`config.mk`:
```
export PLATFORM = sky130hd
export DESIGN_NAME = io_port_bridge_flat
export DESIGN_NICKNAME = d
export VERILOG_FILES = /design/src/rtl/io_port_bridge_pkg.sv /design/src/rtl/io_port_bridge_if.sv /design/src/rtl/io_port_bridge_tx_fifo.sv /design/src/rtl/io_port_bridge.sv /design/src/flat_wrapper.sv
export SDC_FILE = /design/constraint.sdc
export NUM_CORES = 1
export LEC_CHECK = 0
export BUFFER_PORTS_ARGS = -buffer_cell sky130_fd_sc_hd__clkbuf_2
export CORE_UTILIZATION = 51
export CTS_BUF_LIST = sky130_fd_sc_hd__clkbuf_4
export DETAILED_ROUTE_END_ITERATION = 7
export GPL_TIMING_DRIVEN = 1
export PLACE_DENSITY = 0.79
export SYNTH_ARGS = -nofsm -noshare
export SYNTH_HDL_FRONTEND = slang
export SYNTH_HIERARCHICAL = 1
export SYNTH_SLANG_ARGS = --single-unit
export TNS_END_PERCENT = 10
```
`constraint.sdc`:
```
create_clock -name clk -period 3.7 [get_ports clk]
set_clock_uncertainty 0.15 [all_clocks]
set_input_delay 0.74 -clock clk [delete_from_list [all_inputs] [get_ports clk]]
set_output_delay 0.74 -clock clk [all_outputs]
set_load 0.02 [all_outputs]
```
`src/rtl/io_port_bridge_pkg.sv`:
```
// Shared definitions for the memory-mapped I/O bridge: register offsets,
// STATUS bit positions and the default base address of the I/O window.
package io_pkg;

    localparam logic [31:0] IO_BASE_DEFAULT = 32'h1001_0000;
    localparam logic [31:0] IO_WINDOW_BYTES = 32'd32;

    // Word offsets within the window (Address[4:2])
    localparam logic [2:0] OFF_PORT_OUT = 3'd0;
    localparam logic [2:0] OFF_PORT_IN  = 3'd1;
    localparam logic [2:0] OFF_STATUS   = 3'd2;
    localparam logic [2:0] OFF_TX_DATA  = 3'd3;
    localparam logic [2:0] OFF_CLEAR    = 3'd4;

    // STATUS register bit indices
    localparam int unsigned ST_TX_FULL     = 0;
    localparam int unsigned ST_TX_EMPTY    = 1;
    localparam int unsigned ST_IN_CHANGED  = 2;
    localparam int unsigned ST_TX_OVERFLOW = 3;

    // True when addr falls inside the 32-byte window starting at base.
    // Unsigned difference avoids overflow when base sits near the top.
    function automatic logic in_window(input logic [31:0] addr, input logic [31:0] base);
        logic [31:0] w_diff;
        w_diff = addr - base;
        return (w_diff < IO_WINDOW_BYTES);
    endfunction

endpackage

```
`src/rtl/io_port_bridge_if.sv`:
```
// Processor load/store bus seen by the I/O bridge.
interface io_port_bridge_if;
    logic        MemWrite;
    logic        MemRead;
    logic [31:0] Address;
    logic [31:0] WriteData;
    logic [31:0] ReadData;
    logic        IOSelect;

    modport master (
        output MemWrite, MemRead, Address, WriteData,
        input  ReadData, IOSelect
    );

    modport slave (
        input  MemWrite, MemRead, Address, WriteData,
        output ReadData, IOSelect
    );
endinterface

```
`src/rtl/io_port_bridge_tx_fifo.sv`:
```
// Transmit FIFO: register-array storage, pointers wrap modulo DEPTH.
// A push into a full FIFO is accepted when a pop happens in the same cycle.
// Head output is forced to 0 while empty so reset leaves TxData at 0.
module io_tx_fifo #(
    parameter int unsigned WIDTH = 8,
    parameter int unsigned DEPTH = 4
) (
    input  logic             clk,
    input  logic             reset,
    input  logic             i_push,
    input  logic [WIDTH-1:0] i_push_data,
    output logic             o_full,
    input  logic             i_pop,
    output logic             o_empty,
    output logic [WIDTH-1:0] o_head
);
    localparam int unsigned AW = $clog2(DEPTH);

    logic [WIDTH-1:0] r_mem [DEPTH];
    logic [AW-1:0]    r_wr_ptr;
    logic [AW-1:0]    r_rd_ptr;
    logic [AW:0]      r_count;
    logic             w_push;
    logic             w_pop;

    assign o_full  = (r_count == (AW+1)'(DEPTH));
    assign o_empty = (r_count == '0);
    assign w_pop   = i_pop & ~o_empty;
    assign w_push  = i_push & (~o_full | w_pop);
    assign o_head  = o_empty ? '0 : r_mem[r_rd_ptr];

    // Pointer and occupancy bookkeeping; reset discards all contents
    always_ff @(posedge clk) begin
        if (reset) begin
            r_wr_ptr <= '0;
            r_rd_ptr <= '0;
            r_count  <= '0;
        end else begin
            if (w_push) r_wr_ptr <= r_wr_ptr + 1'b1;
            if (w_pop)  r_rd_ptr <= r_rd_ptr + 1'b1;
            case ({w_push, w_pop})
                2'b10:   r_count <= r_count + 1'b1;
                2'b01:   r_count <= r_count - 1'b1;
                default: r_count <= r_count;
            endcase
        end
    end

    // Storage write; contents need no reset since the head is masked when empty
    always_ff @(posedge clk) begin
        if (w_push) r_mem[r_wr_ptr] <= i_push_data;
    end

endmodule

```
`src/rtl/io_port_bridge.sv`:
```
// Memory-mapped I/O bridge: output port register, synchronized input port,
// sticky status flags and a byte transmit FIFO behind a 32-byte window.
// Optional macro IO_EDGE_DETECT_EN adds a third input flop and the
// in_changed sticky flag (STATUS bit2, cleared via CLEAR bit2).
module io_port_bridge
    import io_pkg::*;
#(
    parameter logic [31:0] IO_BASE  = IO_BASE_DEFAULT,
    parameter int unsigned TX_DEPTH = 4
) (
    input  logic              clk,
    input  logic              reset,
    io_port_bridge_if.slave   bus,
    input  logic [7:0]        PortIn,
    output logic [31:0]       PortOut,
    output logic [7:0]        TxData,
    output logic              TxValid,
    input  logic              TxReady
);
    logic        w_sel;
    logic [2:0]  w_off;
    logic        w_wr;
    logic        w_tx_push;
    logic        w_pop;
    logic        w_full;
    logic        w_empty;
    logic        w_ovf_set;
    logic        w_clr_ovf;
    logic        w_in_changed;
    logic [31:0] w_status;
    logic [31:0] w_read_data;

    logic [31:0] r_port_out;
    logic [7:0]  r_sync1;
    logic [7:0]  r_sync2;
    logic        r_tx_overflow;

    assign w_sel     = in_window(bus.Address, IO_BASE);
    assign w_off     = bus.Address[4:2];
    assign w_wr      = bus.MemWrite & w_sel;
    assign w_tx_push = w_wr & (w_off == OFF_TX_DATA);
    assign w_pop     = TxValid & TxReady;
    assign w_ovf_set = w_tx_push & w_full & ~w_pop;
    assign w_clr_ovf = w_wr & (w_off == OFF_CLEAR) & bus.WriteData[ST_TX_OVERFLOW];

    io_tx_fifo #(
        .WIDTH (8),
        .DEPTH (TX_DEPTH)
    ) u_tx_fifo (
        .clk         (clk),
        .reset       (reset),
        .i_push      (w_tx_push),
        .i_push_data (bus.WriteData[7:0]),
        .o_full      (w_full),
        .i_pop       (w_pop),
        .o_empty     (w_empty),
        .o_head      (TxData)
    );

    assign TxValid = ~w_empty;
    assign PortOut = r_port_out;

    // Output port register and two-flop input synchronizer
    always_ff @(posedge clk) begin
        if (reset) begin
            r_port_out <= '0;
            r_sync1    <= '0;
            r_sync2    <= '0;
        end else begin
            if (w_wr && (w_off == OFF_PORT_OUT)) r_port_out <= bus.WriteData;
            r_sync1 <= PortIn;
            r_sync2 <= r_sync1;
        end
    end

    // Sticky overflow flag; a set in the same cycle as a clear wins
    always_ff @(posedge clk) begin
        if (reset) r_tx_overflow <= 1'b0;
        else       r_tx_overflow <= w_ovf_set | (r_tx_overflow & ~w_clr_ovf);
    end

`ifdef IO_EDGE_DETECT_EN
    logic [7:0] r_sync3;
    logic       r_in_changed;
    logic       w_clr_inch;

    assign w_clr_inch   = w_wr & (w_off == OFF_CLEAR) & bus.WriteData[ST_IN_CHANGED];
    assign w_in_changed = r_in_changed;

    // Third stage compares against stage 2; sticky change flag, set wins
    always_ff @(posedge clk) begin
        if (reset) begin
            r_sync3      <= '0;
            r_in_changed <= 1'b0;
        end else begin
            r_sync3      <= r_sync2;
            r_in_changed <= (r_sync2 != r_sync3) | (r_in_changed & ~w_clr_inch);
        end
    end
`else
    assign w_in_changed = 1'b0;
`endif

    assign w_status = {28'd0, r_tx_overflow, w_in_changed, w_empty, w_full};

    // Combinational read mux; register state is pre-write during a store
    always_comb begin
        w_read_data = '0;
        if (bus.MemRead && w_sel) begin
            case (w_off)
                OFF_PORT_OUT: w_read_data = r_port_out;
                OFF_PORT_IN:  w_read_data = {24'd0, r_sync2};
                OFF_STATUS:   w_read_data = w_status;
                default:      w_read_data = '0;
            endcase
        end
    end

    assign bus.ReadData = w_read_data;
    assign bus.IOSelect = w_sel;

endmodule

```
`src/flat_wrapper.sv`:
```
// flat-port wrapper written by rule: the top's interface ports become plain ports
module io_port_bridge_flat import io_pkg::*;
#(
    parameter logic [31:0] IO_BASE  = IO_BASE_DEFAULT,
    parameter int unsigned TX_DEPTH = 4
)
  (clk, reset, PortIn, PortOut, TxData, TxValid, TxReady, bus_MemWrite, bus_MemRead, bus_Address, bus_WriteData, bus_ReadData, bus_IOSelect);
  io_port_bridge_if bus_i ();
  input  logic clk;
  input  logic reset;
  input  logic [7:0] PortIn;
  output logic [31:0] PortOut;
  output logic [7:0] TxData;
  output logic TxValid;
  input  logic TxReady;
  input wire logic [$bits(bus_i.MemWrite)-1:0] bus_MemWrite;
  input wire logic [$bits(bus_i.MemRead)-1:0] bus_MemRead;
  input wire logic [$bits(bus_i.Address)-1:0] bus_Address;
  input wire logic [$bits(bus_i.WriteData)-1:0] bus_WriteData;
  output wire logic [$bits(bus_i.ReadData)-1:0] bus_ReadData;
  output wire logic [$bits(bus_i.IOSelect)-1:0] bus_IOSelect;
  assign bus_i.MemWrite = bus_MemWrite;
  assign bus_i.MemRead = bus_MemRead;
  assign bus_i.Address = bus_Address;
  assign bus_i.WriteData = bus_WriteData;
  assign bus_ReadData = bus_i.ReadData;
  assign bus_IOSelect = bus_i.IOSelect;
  io_port_bridge #(.IO_BASE(IO_BASE), .TX_DEPTH(TX_DEPTH)) u_core (.clk(clk), .reset(reset), .bus(bus_i), .PortIn(PortIn), .PortOut(PortOut), .TxData(TxData), .TxValid(TxValid), .TxReady(TxReady));
endmodule
```
==> metrics.md <==
| Metric | Value |
|---|---|
| Status | `completed` |
| Post-layout net count | `588` |
| Critical Path RT | `2.81 ns` |
| Period minus WS final | `3.32 ns` |
| Mean Syn Cell Area | `11.0 um^2` |
| Initial DRC count | `198` |
| Synth cell count leaders | `dfxtp_1, a21oi_1, nand3_1` |
| Initial antenna violation count | `0` |
| Antenna-violating nets left | `0` |
| Met1 Track Usage GR | `28.3%` |
| Max frequency | `301 MHz` |
| PortBufs | `148` |
| Final Max Slew Viols | `0` |
| Synth top area share | `29.0%` |
| Final Cycle Share | `89.8%` |
| Largest net degree at the start of global routing | `60` |
| Final Util | `66.2%` |
| Clk sink count | `90` |
| Synthesized area | `4000 um^2` |
| RSZ-0062 raised after global routing | `no` |
| CP Max Fanout | `24` |
| Placed cell count | `593` |
| I/O Pins | `151` |
| Global placer's final weighted congestion | `0.783` |
| Root Buffer | `clkbuf_4` |
| Hold WC Path Type | `reg2reg` |
| CTS Hold Bufs | `0` |
| Max VDD drop | `0.193 mV` |
| Synth Warn # | `6` |
| Vias in the first global route | `3,013` |
| First-pass GRT wire length | `14,600 um` |
| CP endpoint kind | `output port` |
| Clk buf depth | `2` |
| H-tree depth | `3` |
| Lkg Pwr | `0.00198 uW` |
| Total design power | `1590 uW` |
| DIE AREA | `8210 um^2` |
| Total number of vias | `3,243` |
| GRT Total Usage | `23.0%` |
| Clk slew on worst S/H paths | `0.14 ns` |
| Final setup viols | `0` |
| Post-synth top area cell | `dfxtp_1` |
| Top_reg_cell synth | `dfxtp_1` |
| Met3 global-route usage | `4.29%` |
| Gr busiest metal | `met2` |
| Slew @ Worst Pin | `0.591 ns` |
| Max cap viols | `0` |
| Fraction of registers with async set or reset after synthesis | `0%` |
| Slew HR | `60.6%` |
| Count leader, synth | `dfxtp_1` |
| Vias/cell | `5.33` |
| Initial Util | `54.0%` |
| Global route overflow | `0` |
| Sequential cell area | `2120 um^2` |
| Multi-input gate area | `1690 um^2` |
| Setup TNS | `0 ns` |
| Crit path kind | `in2out` |
| Die height | `90.6 um` |
| Post-synth cell types | `41` |
| Post-DP HPWL | `6690 um` |
| Post-CTS Resized | `0` |
| DP Area | `4790 um^2` |
| Endpoints failing hold | `0` |
| Core area | `7410 um^2` |
| Wire length per cell | `15.1 um` |
| Drt drc | `0` |
| Crit path arrival time | `2.43 ns` |
| Layout cells sized above 1 | `38.8%` |
| Area growth, synth to finish | `22.4%` |
| Cells after Synth | `365` |
| Final Cell Area | `4900 um^2` |
| Worst Hold Path Cells | `1` |
| Initial DRT Pass Iterations | `4` |
| Synth area leaders | `dfxtp_1, edfxtp_1, a21oi_1` |
| Site row count | `31` |
| Met2 Use GR | `39.5%` |
| Synth Register Bits | `90` |
| Inserted Clock Buffers | `9` |
| Post-Layout Cell Count | `609` |
| Setup bufs post-CTS | `0` |
| Power per cell area | `324 nW/um^2` |
| Startpoint type of the worst setup path | `primary input` |
| Number of fill cells in the layout | `628` |
| Post-synthesis sequential area ratio | `53.0%` |
| CTS tree | `built` |
| N_diodes | `0` |
| Post-Syn Nets | `448` |
| Number of synthesized flops with an enable pin | `32` |
| Worst reg2reg path depth | `11` |
| Worst skew pair latency | `0.43 ns` |
| Die X-Extent | `90.6 um` |
| Post-Route WL | `9170 um` |
[power breakdown]
| part | internal, uW | switching (uW) | leakage (uW) | total (uW) |
|---|---|---|---|---|
| registers | 1030 | 1.84 | 0.000758 | 1030 |
| logic | 41.4 | 44.4 | 0.00116 | 85.8 |
| clock network | 152 | 317 | 0.0000621 | 468 |
| total | 1220 | 363 | 0.00198 | 1590 |
[final timing paths]
kind                                            start                                  endpoint  slack [ns]
max                                   bus_Address[31]                          bus_ReadData[13]        0.38
min                      u_core/r_sync1[6]$_SDFF_PP0_              u_core/r_sync2[6]$_SDFF_PP0_        0.30
max reg2reg  u_core/u_tx_fifo/r_count[1]$_SDFFE_PP0P_  u_core/u_tx_fifo/r_count[2]$_SDFFE_PP0P_        1.03
min reg2reg              u_core/r_sync1[6]$_SDFF_PP0_              u_core/r_sync2[6]$_SDFF_PP0_        0.30
[through the flow]
step	hold slack [ns]	setup slack (ns)
floorplan	0.264	0.487
global placement	0.270	0.397
detailed placement	0.273	0.348
CTS	0.301	0.369
global route	0.298	0.241
finish	0.295	0.379
[worst max-delay path, stage by stage]
cell	delay [ns]
clkbuf_2	0.08
nor3_1	0.37
nand4_4	0.15
buf_4	0.21
nor4b_4	0.28
buf_4	0.26
and2_1	0.15
clkbuf_2	0.17
[layout by cell type, fill, tap and decap left out, types with 2 or more instances in the layout]
master / netlist / layout
clkinv_4: 0 / 2
edfxtp_1: 32 / 32
nor4b_4: 3 / 3
clkinv_1: 0 / 2
nor2_1: 11 / 11
dfxtp_1: 58 / 58
nor3_1: 5 / 5
buf_4: 1 / 10
inv_1: 9 / 9
xor2_1: 2 / 2
or3_1: 3 / 3
nand4_1: 2 / 2
ha_1: 5 / 5
o21ai_0: 4 / 4
and2_1: 28 / 28
nand3_1: 33 / 33
clkbuf_2: 1 / 148
mux4_2: 8 / 8
mux2i_1: 9 / 9
nand2b_1: 3 / 3
nor2b_1: 25 / 25
and4_1: 2 / 2
nor4_2: 7 / 7
o21ai_1: 32 / 32
clkbuf_4: 0 / 11
a21oi_1: 40 / 40
[cell families (layout without fill, tap and decap cells)]
logic type,after synthesis,after routing,share of synthesized area [%]
adders and majority gates,6,6,2.06
xor gates and xnor gates,2,2,0.438
and+or+nand+nor,132,132,22.5
muxes,18,18,7.12
AOI/OAI and AO/OA,78,78,10.0
buffers and inverters,39,184,4.84
DFF,90,90,53.0
[flip-flops by register name, indices dropped and copies added (netlist names), named ones only]
| name | flops |
|---|---|
| u_core/u_tx_fifo/r_wr_ptr | 2 |
| u_core/r_sync1 | 8 |
| u_core/r_tx_overflow | 1 |
| u_core/u_tx_fifo/r_mem | 32 |
| u_core/PortOut | 32 |
| u_core/u_tx_fifo/r_rd_ptr | 2 |
| u_core/r_sync2 | 8 |
| u_core/u_tx_fifo/r_count | 3 |
[layout make-up]
cell class | instances | area share [%]
flip-flops and latches | 90 | 43.3
multi-input cells | 236 | 34.4
repair buffers | 158 | 16.6
well taps | 99 | 2.53
clock buffers | 11 | 1.68
inverters | 10 | 0.766
clock inverters | 5 | 0.664
[layer usage]
layer / vias up / part of all wire (%)
met5: - / 0
met4: 0 / 2.0
met3: 13 / 5.1
met2: 119 / 52
met1: 1524 / 41
li1: 1587 / -
Power figures use the tool's default switching activity.
